File: config.mk
export PLATFORM = sky130hd
export DESIGN_NAME = mem_port_arbiter_flat
export DESIGN_NICKNAME = d
export VERILOG_FILES = /design/src/rtl/mem_port_if.sv /design/src/rtl/mem_port_arbiter.sv /design/src/flat_wrapper.sv
export SDC_FILE = /design/constraint.sdc
export NUM_CORES = 1
export LEC_CHECK = 0
export ABC_AREA = 1
export BUFFER_PORTS_ARGS = -buffer_cell sky130_fd_sc_hd__buf_2
export CAP_MARGIN = 0
export CELL_PAD_IN_SITES_DETAIL_PLACEMENT = 0
export CELL_PAD_IN_SITES_GLOBAL_PLACEMENT = 1
export CORE_UTILIZATION = 17
export CTS_CLUSTER_SIZE = 14
export DETAILED_ROUTE_END_ITERATION = 12
export PLACE_DENSITY = 0.84
export SLEW_MARGIN = 20
export SYNTH_ARGS = -nofsm -noshare
export SYNTH_HDL_FRONTEND = slang
export SYNTH_SLANG_ARGS = --single-unit
File: constraint.sdc
create_clock -name clk -period 5.3 [get_ports clk]
set_clock_uncertainty 0.15 [all_clocks]
set_input_delay 1.06 -clock clk [delete_from_list [all_inputs] [get_ports clk]]
set_output_delay 1.06 -clock clk [all_outputs]
set_load 0.05 [all_outputs]
File: src/rtl/mem_port_if.sv
// Request/response bundle between the fetch/data ports, the arbiter and the memory.
// The arbiter connects through the slave modport; the requester/memory side uses master.
interface mem_port_if;
  logic        f_req_valid;
  logic [31:0] f_req_addr;
  logic        f_req_ready;
  logic        f_rsp_valid;
  logic [31:0] f_rsp_data;

  logic        d_req_valid;
  logic        d_req_we;
  logic [2:0]  d_req_funct3;
  logic [31:0] d_req_addr;
  logic [31:0] d_req_wdata;
  logic        d_req_ready;
  logic        d_rsp_valid;
  logic [31:0] d_rsp_data;
  logic        d_misalign;

  logic        mem_en;
  logic [3:0]  mem_we;
  logic [29:0] mem_addr;
  logic [31:0] mem_wdata;
  logic [31:0] mem_rdata;

  modport slave (
    input  f_req_valid, f_req_addr,
    output f_req_ready, f_rsp_valid, f_rsp_data,
    input  d_req_valid, d_req_we, d_req_funct3, d_req_addr, d_req_wdata,
    output d_req_ready, d_rsp_valid, d_rsp_data, d_misalign,
    output mem_en, mem_we, mem_addr, mem_wdata,
    input  mem_rdata
  );

  modport master (
    output f_req_valid, f_req_addr,
    input  f_req_ready, f_rsp_valid, f_rsp_data,
    output d_req_valid, d_req_we, d_req_funct3, d_req_addr, d_req_wdata,
    input  d_req_ready, d_rsp_valid, d_rsp_data, d_misalign,
    input  mem_en, mem_we, mem_addr, mem_wdata,
    output mem_rdata
  );
endinterface

File: src/rtl/mem_port_arbiter.sv
// Single-port memory arbiter for fetch and data requests, data-first with starvation guard.
// Define MEM_MISALIGN_TRAP_EN to trap misaligned data accesses instead of aligning them down.
//
// state | meaning
// IDLE  | no read response due next cycle
// RD_F  | fetch read issued last cycle; f_rsp_valid high
// RD_D  | data load issued last cycle; d_rsp_valid high
module mem_port_arbiter #(
  parameter int unsigned STARVE_LIMIT = 3
) (
  input  logic      clk,
  input  logic      rst_n,
  mem_port_if.slave bus
);
  localparam int unsigned CW = (STARVE_LIMIT < 1) ? 1 : $clog2(STARVE_LIMIT + 1);
  localparam logic [CW-1:0] LIMIT = CW'(STARVE_LIMIT);

  typedef enum logic [1:0] {IDLE, RD_F, RD_D} state_t;

  state_t        state, state_nxt;
  logic [CW-1:0] starve_cnt;
  logic          fetch_wins, grant_f, grant_d;
  logic          is_byte, is_half, is_word, trap;
  logic [31:0]   d_addr;
  logic [1:0]    off;
  logic          unused_f_addr;

  assign unused_f_addr = ^bus.f_req_addr[1:0];

  always_comb begin
    is_byte = 1'b0;
    is_half = 1'b0;
    if (bus.d_req_we) begin
      is_byte = (bus.d_req_funct3 == 3'b000);
      is_half = (bus.d_req_funct3 == 3'b001);
    end else begin
      is_byte = (bus.d_req_funct3[1:0] == 2'b00);
      is_half = (bus.d_req_funct3[1:0] == 2'b01);
    end
    is_word = !is_byte && !is_half;
  end

`ifdef MEM_MISALIGN_TRAP_EN
  logic misalign, misalign_q;

  assign misalign = (is_half && bus.d_req_addr[0]) ||
                    (is_word && (bus.d_req_addr[1:0] != 2'b00));
  assign trap     = misalign;
  assign d_addr   = bus.d_req_addr;

  always_ff @(posedge clk or negedge rst_n) begin
    if (!rst_n) misalign_q <= 1'b0;
    else        misalign_q <= grant_d && misalign;
  end
  assign bus.d_misalign = misalign_q;
`else
  // Misaligned requests are silently pulled down to their natural alignment.
  assign trap   = 1'b0;
  assign d_addr = {bus.d_req_addr[31:2],
                   bus.d_req_addr[1] & ~is_word,
                   bus.d_req_addr[0] & ~is_word & ~is_half};
  assign bus.d_misalign = 1'b0;
`endif

  assign off = d_addr[1:0];

  always_comb begin
    fetch_wins    = bus.f_req_valid && (!bus.d_req_valid || (starve_cnt == LIMIT));
    grant_f       = rst_n && fetch_wins;
    grant_d       = rst_n && bus.d_req_valid && !fetch_wins;
    bus.mem_en    = 1'b0;
    bus.mem_we    = 4'b0000;
    bus.mem_addr  = 30'd0;
    bus.mem_wdata = 32'd0;
    state_nxt     = IDLE;
    if (grant_f) begin
      bus.mem_en   = 1'b1;
      bus.mem_addr = bus.f_req_addr[31:2];
      state_nxt    = RD_F;
    end else if (grant_d) begin
      bus.mem_en   = !trap;
      bus.mem_addr = d_addr[31:2];
      if (bus.d_req_we) begin
        if (!trap) begin
          if (is_byte) begin
            bus.mem_we    = 4'b0001 << off;
            bus.mem_wdata = {4{bus.d_req_wdata[7:0]}};
          end else if (is_half) begin
            bus.mem_we    = 4'b0011 << off;
            bus.mem_wdata = {2{bus.d_req_wdata[15:0]}};
          end else begin
            bus.mem_we    = 4'b1111;
            bus.mem_wdata = bus.d_req_wdata;
          end
        end
      end else if (!trap) begin
        state_nxt = RD_D;
      end
    end
  end

  assign bus.f_req_ready = grant_f;
  assign bus.d_req_ready = grant_d;

  always_ff @(posedge clk or negedge rst_n) begin
    if (!rst_n) begin
      state      <= IDLE;
      starve_cnt <= '0;
    end else begin
      state <= state_nxt;
      if (!bus.f_req_valid || grant_f) starve_cnt <= '0;
      else if (grant_d && (starve_cnt != LIMIT)) starve_cnt <= starve_cnt + 1'b1;
    end
  end

  // Memory returns data the cycle after the strobe, so responses are pass-through.
  assign bus.f_rsp_valid = (state == RD_F);
  assign bus.d_rsp_valid = (state == RD_D);
  assign bus.f_rsp_data  = bus.mem_rdata;
  assign bus.d_rsp_data  = bus.mem_rdata;
endmodule

File: src/flat_wrapper.sv
// flat-port wrapper written by rule: the top's interface ports become plain ports
module mem_port_arbiter_flat 
#(
  parameter int unsigned STARVE_LIMIT = 3
)
  (clk, rst_n, bus_f_req_valid, bus_f_req_addr, bus_f_req_ready, bus_f_rsp_valid, bus_f_rsp_data, bus_d_req_valid, bus_d_req_we, bus_d_req_funct3, bus_d_req_addr, bus_d_req_wdata, bus_d_req_ready, bus_d_rsp_valid, bus_d_rsp_data, bus_d_misalign, bus_mem_en, bus_mem_we, bus_mem_addr, bus_mem_wdata, bus_mem_rdata);
  mem_port_if bus_i ();
  input  logic clk;
  input  logic rst_n;
  input wire logic [$bits(bus_i.f_req_valid)-1:0] bus_f_req_valid;
  input wire logic [$bits(bus_i.f_req_addr)-1:0] bus_f_req_addr;
  output wire logic [$bits(bus_i.f_req_ready)-1:0] bus_f_req_ready;
  output wire logic [$bits(bus_i.f_rsp_valid)-1:0] bus_f_rsp_valid;
  output wire logic [$bits(bus_i.f_rsp_data)-1:0] bus_f_rsp_data;
  input wire logic [$bits(bus_i.d_req_valid)-1:0] bus_d_req_valid;
  input wire logic [$bits(bus_i.d_req_we)-1:0] bus_d_req_we;
  input wire logic [$bits(bus_i.d_req_funct3)-1:0] bus_d_req_funct3;
  input wire logic [$bits(bus_i.d_req_addr)-1:0] bus_d_req_addr;
  input wire logic [$bits(bus_i.d_req_wdata)-1:0] bus_d_req_wdata;
  output wire logic [$bits(bus_i.d_req_ready)-1:0] bus_d_req_ready;
  output wire logic [$bits(bus_i.d_rsp_valid)-1:0] bus_d_rsp_valid;
  output wire logic [$bits(bus_i.d_rsp_data)-1:0] bus_d_rsp_data;
  output wire logic [$bits(bus_i.d_misalign)-1:0] bus_d_misalign;
  output wire logic [$bits(bus_i.mem_en)-1:0] bus_mem_en;
  output wire logic [$bits(bus_i.mem_we)-1:0] bus_mem_we;
  output wire logic [$bits(bus_i.mem_addr)-1:0] bus_mem_addr;
  output wire logic [$bits(bus_i.mem_wdata)-1:0] bus_mem_wdata;
  input wire logic [$bits(bus_i.mem_rdata)-1:0] bus_mem_rdata;
  assign bus_i.f_req_valid = bus_f_req_valid;
  assign bus_i.f_req_addr = bus_f_req_addr;
  assign bus_f_req_ready = bus_i.f_req_ready;
  assign bus_f_rsp_valid = bus_i.f_rsp_valid;
  assign bus_f_rsp_data = bus_i.f_rsp_data;
  assign bus_i.d_req_valid = bus_d_req_valid;
  assign bus_i.d_req_we = bus_d_req_we;
  assign bus_i.d_req_funct3 = bus_d_req_funct3;
  assign bus_i.d_req_addr = bus_d_req_addr;
  assign bus_i.d_req_wdata = bus_d_req_wdata;
  assign bus_d_req_ready = bus_i.d_req_ready;
  assign bus_d_rsp_valid = bus_i.d_rsp_valid;
  assign bus_d_rsp_data = bus_i.d_rsp_data;
  assign bus_d_misalign = bus_i.d_misalign;
  assign bus_mem_en = bus_i.mem_en;
  assign bus_mem_we = bus_i.mem_we;
  assign bus_mem_addr = bus_i.mem_addr;
  assign bus_mem_wdata = bus_i.mem_wdata;
  assign bus_i.mem_rdata = bus_mem_rdata;
  mem_port_arbiter #(.STARVE_LIMIT(STARVE_LIMIT)) u_core (.clk(clk), .rst_n(rst_n), .bus(bus_i));
endmodule
Yosys cells after proc, flatten, opt, wreduce, memory -nomap -nowiden
Cells that the tools add are included.
{ "classes": {"n_addsub": 1, "eq_ne": 6, "n_shift": 2, "mux": 21, "n_bitwise": 5, "n_reduce_logical": 16} }
{ "ops": {"columns": ["operator", "count"], "rows": [
  ["32-bit 2-to-1 mux", 5],
  ["30-bit 2-to-1 mux", 2],
  ["4-bit 2-to-1 mux", 5],
  ["2-bit 2-to-1 mux", 5],
  ["1-bit logical AND", 6],
  ["1-bit zero test", 5],
  ["2-bit by 1-bit == test with 1-bit output, second input constant", 2],
  ["2-bit == test, second input constant", 2],
  ["1-bit 2-to-1 mux", 4],
  ["1-bit by 2-bit << shifter with 4-bit output, first input constant", 1],
  ["2-bit by 2-bit << shifter with 4-bit output, first input constant", 1],
  ["1-bit bitwise AND", 3],
  ["3-bit by 1-bit == test with 1-bit output, second input constant", 1],
  ["3-bit zero test", 1],
  ["2-bit by 1-bit adder with 2-bit output, second input constant", 1],
  ["2-bit zero test", 1],
  ["1-bit logical OR", 2],
  ["2-bit != test, second input constant", 1],
  ["1-bit NOT", 2],
  ["2-bit nonzero test", 1]
]} }
{ "word_totals": {"reg_bits": 4, "in_bits": 136, "out_inout_bits": 136, "word_cells": 53} }

Logic depth before layout (Yosys ltp)
{ "depth": {"ltp_word": 13, "mapped_depth": 8} }

Worst setup path before layout
Ideal clock, no wire load.
{ "synth_path": {"kind": "input to output", "from": "input bus_d_req_funct3[2]", "to": "output bus_mem_we[2]", "arrival_time_ns": 2.997, "t_required_ns": 4.090, "setup_slack_ns": 1.093, "path_stages": 8, "n_path_buf": 1, "cell_sequence": "nand2_2 -> nand2_1 -> buf_2 -> nor2_1 -> inv_1 -> ha_1 -> nor2_1 -> nor3_1"} }
{ "synth_via": {"elab_chain_len": 13, "elab_cells_between_ends": 19} }
{ "synth_rtl": {"columns": ["item", "line", "text"], "rows": [
  ["start: declaration", "flat_wrapper.sv:17", "input wire logic [$bits(bus_i.d_req_funct3)-1:0] bus_d_req_funct3;"],
  ["3-bit by 1-bit == test with 1-bit output or 3-bit zero test (tied branches)", "mem_port_arbiter.sv:35, mem_port_arbiter.sv:34", null],
  ["1-bit 2-to-1 mux", "mem_port_arbiter.sv:33", "if (bus.d_req_we) begin"],
  ["1-bit zero test", "mem_port_arbiter.sv:40", "is_word = !is_byte && !is_half;"],
  ["1-bit logical AND", "mem_port_arbiter.sv:40", null],
  ["1-bit NOT", "mem_port_arbiter.sv:60, mem_port_arbiter.sv:61", null],
  ["1-bit bitwise AND (2 in a row)", "mem_port_arbiter.sv:61", "bus.d_req_addr[0] & ~is_word & ~is_half};"],
  ["2-bit by 2-bit << shifter with 4-bit output", "mem_port_arbiter.sv:89", "bus.mem_we = 4'b0011 << off;"],
  ["4-bit 2-to-1 mux", "mem_port_arbiter.sv:88", "end else if (is_half) begin"],
  ["4-bit 2-to-1 mux (*)", "mem_port_arbiter.sv:85", "if (is_byte) begin"],
  ["4-bit 2-to-1 mux (*)", "mem_port_arbiter.sv:83", "if (bus.d_req_we) begin"],
  ["4-bit 2-to-1 mux (*)", "mem_port_arbiter.sv:80", "end else if (grant_d) begin"],
  ["4-bit 2-to-1 mux (*)", "mem_port_arbiter.sv:76", "if (grant_f) begin"],
  ["end: declaration", "flat_wrapper.sv:25", "output wire logic [$bits(bus_i.mem_we)-1:0] bus_mem_we;"]
]} }
Every way passes the cells marked *; elsewhere a longest branch is shown, timed or not.

Worst setup path in the final report
{ "layout_path": {"from": "input bus_d_req_we", "to": "output bus_mem_we[2]"} }
{ "layout_via": {"elab_chain_len": 12, "elab_cells_between_ends": 17} }
{ "layout_rtl": {"columns": ["item", "line", "text"], "rows": [
  ["start: declaration", "flat_wrapper.sv:16", "input wire logic [$bits(bus_i.d_req_we)-1:0] bus_d_req_we;"],
  ["1-bit 2-to-1 mux", "mem_port_arbiter.sv:33", null],
  ["1-bit zero test", "mem_port_arbiter.sv:40", null],
  ["1-bit logical AND", "mem_port_arbiter.sv:40", null],
  ["1-bit NOT", "mem_port_arbiter.sv:60, mem_port_arbiter.sv:61", null],
  ["1-bit bitwise AND (2 in a row)", "mem_port_arbiter.sv:61", null],
  ["2-bit by 2-bit << shifter with 4-bit output", "mem_port_arbiter.sv:89", null],
  ["4-bit 2-to-1 mux", "mem_port_arbiter.sv:88", null],
  ["4-bit 2-to-1 mux", "mem_port_arbiter.sv:85", null],
  ["4-bit 2-to-1 mux (*)", "mem_port_arbiter.sv:83", null],
  ["4-bit 2-to-1 mux (*)", "mem_port_arbiter.sv:80", null],
  ["4-bit 2-to-1 mux (*)", "mem_port_arbiter.sv:76", null]
]} }
Marked as above.

==> flow_metrics.py <==
metrics = {
    "worst_setup_path": {
        "startpoint_type": "input port",
        "crit_type": "in -> out",
        "r2r_setup_slack_ns": 3.52,
        "cp.required_ns": 4.09,
        "cp-end-kind": "output port",
        "timing.rr.start": "u_core.starve_cnt[0]",
        "r2r-end": "u_core.state[0]",
        "ff2ff_path_depth": 5,
        "cp_max_fo": 19,
        "cp.arrival_ns": 2.98,
    },
    "cells_and_area": {
        "nFillCells": 1240,
        "n_antenna_cell": 0,
        "layout_commonest_cell": "buf_2",
        "post-route-cell-area_um2": 2320,
        "drive_gt1_share_pct": 46.5,
        "fin_nets": 573,
        "final_cell_mix": "buf_2, nand2_1, inv_1, nand3_1, nor2_1",
        "synthToLayoutAreaGrowth_pct": 29.0,
        "final_core_util_pct": 22.6,
    },
    "detailed_routing": {
        "antenna_left": 0,
        "wirelength_mm": 6.07,
        "firstDrtPassIters": 4,
        "drt_iter0_drc": 130,
        "drt-vias-per-instance": 3.88,
        "num_vias": 2205,
        "wl_per_cell_um": 10.7,
        "drc": 0,
    },
    "timing": {
        "period_needed_ns": 4.19,
        "relSlewSlack_pct": 40.9,
        "drv_slew": 0,
        "setup_viol_count_final": 0,
        "whs_ns": 0.397,
        "post-route-period-util_pct": 79.0,
        "timing.fmax_ghz": 0.239,
        "rsz0062_at_grt": "false",
        "hold_viol_final": 0,
        "fin_setup_tns_ns": 0,
        "tightest_slew_ns": 0.886,
    },
    "logic_synthesis": {
        "ys_seq_elements": 4,
        "ys_seq_area_share_pct": 5.56,
        "ys.warnings.count": 0,
        "yosysUniqueCellTypes": 20,
        "synthCells": 333,
        "syn_nets": 472,
        "synth.avg_cell_area_um2": 5.41,
        "synth_area_um2": 1800,
    },
    "global_route": {
        "antenna_found_initial": 0,
        "grt_pass1_wl_mm": 9.15,
        "grt_max_degree": 34,
        "overflow": 0,
        "grt_pass1_vias": 1948,
        "grt_use_total_pct": 10.2,
    },
    "clocking": {
        "cts_setup_buffers": 0,
        "cts_hold_buf": 0,
        "cts.sink_count": 4,
        "clk_latency_ns": 0.22,
        "clock_path_buffers": 2,
        "post_cts_resized": 0,
        "clkSlewWorstSetupHoldPaths_ns": 0.03,
        "cts_root_buf": "clkbuf_8",
        "cts_tree": "done",
        "numCtsBuffers": 3,
        "htree_levels": 1,
    },
    "pwr": {
        "powerDensity_nw_per_um2": 133,
        "ir_drop_v": 0.0000405,
        "p_leak_nw": 1.55,
        "finalPower_mw": 0.309,
    },
    "placed_design": {
        "place_congestion": 0.707,
        "dp_hpwl_mm": 5.05,
        "postPlaceCellArea_um2": 2280,
        "io_buffers": 172,
    },
    "job": {
        "max-cap-violations": 0,
    },
    "floorplanning": {
        "die_w_um": 105,
        "core_area_um2": 10300,
        "rows": 37,
        "die_h_um": 105,
        "io-pin-count": 272,
        "die-area_um2": 11000,
        "initial_core_util_pct": 17.5,
    },
    "hold_path": {
        "worstHoldEndpoint": "u_core.starve_cnt[1]",
        "hp-class": "reg -> reg",
        "hold_path_startpoint": "u_core.starve_cnt[1]",
        "worstHoldPathCells": 2,
    },
    "status": {
        "status": "finished clean",
    },
}
-- flip-flops by register name, summed over array words and instances (netlist names) --
name and cells:
u_core.starve_cnt 2, u_core.state 2
-- power breakdown --
part           internal [mW]  switching (mW)  total (mW)
registers             0.0321        0.000775      0.0328
logic                 0.0614           0.152       0.213
clock network         0.0483          0.0149      0.0633
total                  0.142           0.168       0.309
-- kinds of logic (layout without fill, tap and decap cells) --
| logic type | count (synthesis) | after routing | synth area share [%] |
|---|---|---|---|
| flops | 4 | 4 | 5.56 |
| other cells | 1 | 1 | 0.208 |
| compound gates | 29 | 29 | 12.7 |
| fa+ha+maj | 3 | 3 | 2.09 |
| simple gates | 190 | 190 | 42.3 |
| buf+inv | 106 | 205 | 37.2 |
-- area by class of cell --
type,count,area [um2],area share (%)
inverter,28,105,4.52
sequential,4,100,4.31
tap,136,170,7.32
timing repair buffer,174,876,37.7
multi-input combinational,223,1030,44.4
clock buffer,3,41.3,1.78
-- per-layer routing --
metal  part of all wire [%]  track usage [%]  up-vias
li1                       -                -     1152
met1                     37             10.2      890
met2                     50             20.2      153
met3                     12             3.74       10
met4                    1.0             1.91        0
met5                      0                0        -
-- critical path: stages --
cell and delay [ns]:
buf_2 0.19, nand2_2 0.31, nand2_1 0.36, nor2_1 0.24, inv_1 0.06, ha_1 0.27
nor2_1 0.04, nor3_1 0.16, buf_2 0.29
-- metrics by stage --
step | setup WS, ns | cells
final | 1.11 | 568
after global routing | 0.920 | 568
after CTS | 1.07 | 568
after detailed placement | 1.06 | 565
after global placement | 1.06 | 565
after floorplan | 1.09 | 333
-- how the worst max path moves through the flow --
stage,startpoint,end,slack (ns),depth (start not counted)
after floorplan,bus_d_req_funct3[2],bus_mem_we[2],1.09,8
after global placement,bus_d_req_we,bus_mem_we[2],1.06,9
after detailed placement,bus_d_req_we,bus_mem_we[2],1.06,9
after CTS,bus_d_req_we,bus_mem_we[2],1.07,9
after global routing,bus_d_req_we,bus_mem_we[2],0.92,9
final,bus_d_req_we,bus_mem_we[2],1.11,9
-- synthesized netlist by cell type, drive strengths merged --
master / number / share of area, %
o21ai: 2 / 0.56
buf: 77 / 31
nand3: 26 / 7.2
clkbuf: 1 / 0.21
dfrtp: 4 / 5.6
conb: 1 / 0.21
ha: 3 / 2.1
a21oi: 26 / 12
nor3: 2 / 0.56
inv: 28 / 5.8
nand2: 140 / 30
o211a: 1 / 0.56
nor2: 22 / 4.6
Power figures use the tool's default switching activity.
